===== src/rtl/btn_debounce_pulse.sv =====
// ============================================================================
// Module   : btn_debounce_pulse
// Purpose  : Per-button synchroniser, debouncer, press/release edge strobes and
//            auto-repeating load strobe for the board push-buttons.
// Revision : 1.0 - initial release
// ============================================================================
`default_nettype none

module btn_debounce_pulse #(
  parameter int            N          = 5,
  parameter int            DB_CYCLES  = 1000000,
  parameter int            RPT_DELAY  = 50000000,
  parameter int            RPT_PERIOD = 10000000,
  parameter logic [N-1:0]  RPT_EN     = '0
) (
  input  logic         CLK100MHZ,
  input  logic         CPU_RESETN,
  input  logic [N-1:0] btn_raw,
  output logic [N-1:0] btn_level,
  output logic [N-1:0] btn_press,
  output logic [N-1:0] btn_release,
  output logic [N-1:0] btn_pulse
);

  localparam int c_DB_W    = (DB_CYCLES > 1) ? $clog2(DB_CYCLES) : 1;
  localparam int c_RPT_MAX = (RPT_DELAY > RPT_PERIOD) ? RPT_DELAY : RPT_PERIOD;
  localparam int c_RPT_W   = (c_RPT_MAX > 1) ? $clog2(c_RPT_MAX) : 1;

  localparam logic [c_DB_W-1:0]  c_DB_TC  = c_DB_W'(DB_CYCLES - 1);
  localparam logic [c_DB_W-1:0]  c_DB_ONE = c_DB_W'(1);
  localparam logic [c_RPT_W-1:0] c_DLY_TC  = c_RPT_W'(RPT_DELAY - 1);
  localparam logic [c_RPT_W-1:0] c_PER_TC  = c_RPT_W'(RPT_PERIOD - 1);
  localparam logic [c_RPT_W-1:0] c_RPT_ONE = c_RPT_W'(1);

  localparam logic [1:0] c_IDLE   = 2'd0;
  localparam logic [1:0] c_DELAY  = 2'd1;
  localparam logic [1:0] c_REPEAT = 2'd2;

  logic [N-1:0] r_sync1;
  logic [N-1:0] r_sync2;

  always_ff @(posedge CLK100MHZ or negedge CPU_RESETN) begin
    if (!CPU_RESETN) begin
      r_sync1 <= '0;
      r_sync2 <= '0;
    end else begin
      r_sync1 <= btn_raw;
      r_sync2 <= r_sync1;
    end
  end

  for (genvar i = 0; i < N; i++) begin : g_bit
    logic               r_stable;
    logic               r_stable_d;
    logic [c_DB_W-1:0]  r_db_cnt;
    logic [1:0]         r_state;
    logic [c_RPT_W-1:0] r_rpt_cnt;
    logic               w_press;
    logic               w_rpt;

    // Any cycle where the synchronised input agrees with the stable level restarts the count.
    always_ff @(posedge CLK100MHZ or negedge CPU_RESETN) begin
      if (!CPU_RESETN) begin
        r_stable   <= 1'b0;
        r_stable_d <= 1'b0;
        r_db_cnt   <= '0;
      end else begin
        r_stable_d <= r_stable;
        if (r_sync2[i] == r_stable) begin
          r_db_cnt <= '0;
        end else if (r_db_cnt == c_DB_TC) begin
          r_stable <= r_sync2[i];
          r_db_cnt <= '0;
        end else begin
          r_db_cnt <= r_db_cnt + c_DB_ONE;
        end
      end
    end

    assign w_press = r_stable & ~r_stable_d;

    always_ff @(posedge CLK100MHZ or negedge CPU_RESETN) begin
      if (!CPU_RESETN) begin
        r_state   <= c_IDLE;
        r_rpt_cnt <= '0;
      end else begin
        case (r_state)
          c_IDLE: begin
            if (w_press && RPT_EN[i]) begin
              r_state   <= c_DELAY;
              r_rpt_cnt <= '0;
            end
          end
          c_DELAY: begin
            if (!r_stable) begin
              r_state   <= c_IDLE;
              r_rpt_cnt <= '0;
            end else if (r_rpt_cnt == c_DLY_TC) begin
              r_state   <= c_REPEAT;
              r_rpt_cnt <= '0;
            end else begin
              r_rpt_cnt <= r_rpt_cnt + c_RPT_ONE;
            end
          end
          c_REPEAT: begin
            if (!r_stable) begin
              r_state   <= c_IDLE;
              r_rpt_cnt <= '0;
            end else if (r_rpt_cnt == c_PER_TC) begin
              r_rpt_cnt <= '0;
            end else begin
              r_rpt_cnt <= r_rpt_cnt + c_RPT_ONE;
            end
          end
          default: begin
            r_state   <= c_IDLE;
            r_rpt_cnt <= '0;
          end
        endcase
      end
    end

    // Gating on the level makes a release win over a coincident terminal count.
    assign w_rpt = r_stable &&
                   (((r_state == c_DELAY)  && (r_rpt_cnt == c_DLY_TC)) ||
                    ((r_state == c_REPEAT) && (r_rpt_cnt == c_PER_TC)));

    assign btn_level[i]   = r_stable;
    assign btn_press[i]   = w_press;
    assign btn_release[i] = ~r_stable & r_stable_d;
    assign btn_pulse[i]   = w_press | w_rpt;
  end

endmodule

`default_nettype wire


===== config.mk =====
export PLATFORM = sky130hd
export DESIGN_NAME = btn_debounce_pulse
export DESIGN_NICKNAME = d
export VERILOG_FILES = /design/src/rtl/btn_debounce_pulse.sv
export SDC_FILE = /design/constraint.sdc
export NUM_CORES = 1
export LEC_CHECK = 0
export BUFFER_PORTS_ARGS = -buffer_cell sky130_fd_sc_hd__buf_2
export CELL_PAD_IN_SITES_DETAIL_PLACEMENT = 1
export CELL_PAD_IN_SITES_GLOBAL_PLACEMENT = 1
export CORE_MARGIN = 2
export CORE_UTILIZATION = 40
export DETAILED_ROUTE_END_ITERATION = 6
export PLACE_DENSITY_LB_ADDON = 0.1
export SETUP_SLACK_MARGIN = 0.05
export SYNTH_ARGS = -nofsm -noshare
export SYNTH_HDL_FRONTEND = slang
export SYNTH_SLANG_ARGS = --single-unit

===== constraint.sdc =====
create_clock -name CLK100MHZ -period 3.1 [get_ports CLK100MHZ]
set_input_delay 0.62 -clock CLK100MHZ [delete_from_list [all_inputs] [get_ports CLK100MHZ]]
set_output_delay 0.62 -clock CLK100MHZ [all_outputs]
set_load 0.02 [all_outputs]

==> flow_metrics.py <==
metrics = {
    "clock_network": {
        "root_buffer": "clkbuf_16",
        "cts_made_buffers": 17,
        "hold_buffers": 0,
        "cts_setup_buffers": 0,
        "clockBufferDepth": 2,
        "cts_tree": "done",
        "cts_max_level": 4,
        "cts_resized": 0,
        "cts.sink_count": 120,
        "insertion_delay_ns": 0.41,
        "clkTransAtPathRegs_ns": 0.05,
    },
    "synth": {
        "syn-num-nets": 595,
        "yosysMostFrequentCell": "dfrtp_1",
        "seq_area_frac_synth": 0.5193,
        "yosys_warnings": 0,
        "synth_area_leaders": "dfrtp_1 (52%), xnor2_1 (7.6%), nor2_1 (5.5%), xor2_1 (3.3%), nand3_1 (3.0%)",
        "synth_area_sq_um": 5783,
        "synth_top_cells_by_count": "dfrtp_1 (120), nor2_1 (85), xnor2_1 (50)",
        "avgSynthCellArea_sq_um": 9.919,
        "syn_inst": 583,
        "synth_edf_count": 0,
        "ys_seq_elements": 120,
        "ys_types": 37,
        "ys.flop_type": "dfrtp_1",
        "synthArstFlopShare": 1.000,
        "synth_top_cell_by_area": "dfrtp_1",
        "synth_top_area_share": 0.5193,
    },
    "placed_design": {
        "place_inst": 770,
        "port_buffers": 26,
        "place_ws_ns": 0.6576,
        "dpl.hpwl_microns": 8672,
        "place_congestion": 0.7703,
    },
    "worst_setup_path": {
        "worstPathRequired_ns": 3.39,
        "cp.buffers_inverters": 0,
        "start_kind": "flop",
        "slowest_stage": "or4b_1",
        "crit_chain": "or4b_1 > or4_4 > or4_4 > mux2_4",
        "path_class": "reg -> reg",
        "slowest_delay_ns": 0.54,
        "critPathTopFamily": "simple AND/OR/NAND/NOR gates",
        "crit_fanout": 6,
        "crit_arrival_ns": 2.75,
        "cp_common_cell": "or4_4",
        "end_kind": "flop",
        "reg2reg_slack_ns": 0.65,
    },
    "grt": {
        "grt-ovfl-total": 0,
        "antenna_found_initial": 0,
        "grt_max_degree": 74,
        "grt_pass1_wl_microns": 23010,
        "grt_pass1_vias": 4601,
        "grt.total_usage": 0.1807,
    },
    "finish": {
        "area_growth_pct": 15.08,
        "instances_no_fill": 800,
        "n_antenna_cell": 0,
        "fin_nets": 621,
        "drive_above_1_share": 0.1323,
    },
    "flow_run": {
        "drv_cap": 0,
    },
    "sta": {
        "fin_crit_ns": 2.452,
        "period_share": 0.7908,
        "finalSetupViolations": 0,
        "rsz0062_at_grt": "no",
        "slew_headroom": 0.5455,
        "setup_slack_ns": 0.6484,
        "fmax_ghz": 0.4079,
        "clock_skew_ns": 0.005617,
        "finalHoldViolCount": 0,
        "tns_ns": 0,
        "drv_slew": 0,
        "tightest_slew_ns": 0.6772,
    },
    "floorplan": {
        "start_util": 0.4134,
        "die_h_microns": 124.2,
        "fp.dieW_microns": 124.2,
        "io_pins": 27,
        "rows": 43,
        "design.core.area_sq_um": 13990,
        "dieArea_sq_um": 15440,
    },
    "power": {
        "ir_drop_v": 0.0003758,
        "power.leakage_uw": 0.002737,
        "power.density_nw_per_um2": 552.9,
    },
    "drt": {
        "drt_iter0_markers": 220,
        "drc": 0,
        "ant_nets": 0,
        "wl_per_cell_microns": 16.08,
        "dr.pass1.iters": 4,
        "dr_total_vias": 4325,
        "vias_per_cell": 5.406,
        "finalWirelength_microns": 12870,
    },
    "hold_path": {
        "hold_class": "in -> async",
    },
    "outcome": {
        "outcome": "finished, final reports clean",
    },
}
state kept, by name (all words and copies together) (netlist names):
signal            cells
g_bit.r_db_cnt      100
g_bit.r_stable        5
g_bit.r_stable_d      5
r_sync1               5
r_sync2               5
routing by layer:
metal	vias to the layer above	track usage	wire, microns
met2	46	0.2877	6194
li1	2089	-	-
met3	17	0.04303	346
met4	0	0.06742	174
met1	2173	0.2404	6151
met5	-	0	0
cell families after synthesis:
group                      Yosys count  synth area share
adders and majority gates            5           0.01082
muxes                                5           0.01038
AOI/OAI and AO/OA                   51           0.05366
and+or+nand+nor                    282            0.2547
xor gates and xnor gates            72            0.1090
DFF                                120            0.5193
buffers and inverters               48           0.04219
stage by stage:
step                hold slack [ns]  utilization  area [sq um]  power (uW)
detailed placement           0.3402       0.4340          6071        1751
finish                      0.05140       0.4758          6655        3680
floorplan                    0.3244            -          5783        1683
global placement             0.3318       0.4340          6071        1745
global route                0.03924       0.4758          6655        3834
CTS                         0.03935       0.4758          6655        3736
power breakdown:
group	switching [uW]	leakage, uW	internal [uW]	total [uW]
Combinational	74.4	0.000804	33.1	107
Sequential	22.2	0.00164	1590	1610
Clock	673	0.000291	1290	1960
Total	770	0.00274	2910	3680
path summary, 6_finish.rpt:
| kind | cells past startpoint | endpoint | start |
|---|---|---|---|
| min in group CLK100MHZ | 1 | r_sync1[3] | btn_raw[3] |
| max | 4 | g_bit[0].r_stable | g_bit[0].r_db_cnt[10] |
| max in group asynchronous | 2 | g_bit[1].r_db_cnt[6] | CPU_RESETN |
| min reg2reg | 0 | r_sync2[0] | r_sync1[0] |
| min | 1 | g_bit[4].r_db_cnt[10] | CPU_RESETN |
| max reg2reg | 4 | g_bit[0].r_stable | g_bit[0].r_db_cnt[10] |
layout by cell type, fill, tap and decap left out, types with 12 or more instances in the layout:
cell type / Yosys / routed
dfrtp_1: 120 / 120
nor2_1: 85 / 85
xnor2_1: 50 / 50
nand3_1: 35 / 35
nand2_1: 31 / 31
buf_2: 0 / 25
nor4_1: 24 / 24
a21oi_1: 23 / 23
xor2_1: 22 / 22
nand4_1: 22 / 22
inv_1: 19 / 19
nor3_1: 18 / 18
or3_1: 17 / 17
clkbuf_16: 0 / 17
o21ai_0: 15 / 14
or4_1: 12 / 12
final cells by class:
| cell class | instances | area [sq um] |
|---|---|---|
| Clock buffer | 20 | 456.7 |
| Fill cell | 1567 | 7333 |
| Sequential cell | 120 | 3003 |
| Timing Repair Buffer | 36 | 220.2 |
| Multi-Input combinational cell | 415 | 2551 |
| Tap cell | 180 | 225.2 |
| Clock inverter | 10 | 127.6 |
| Inverter | 19 | 71.32 |
worst register-to-register path, cell delays in order (launching register included):
cell	delay (ns)
dfrtp_1	0.44
or4b_1	0.54
or4_4	0.52
or4_4	0.54
mux2_4	0.30
Note: power is estimated with default switching activity, not from simulation.
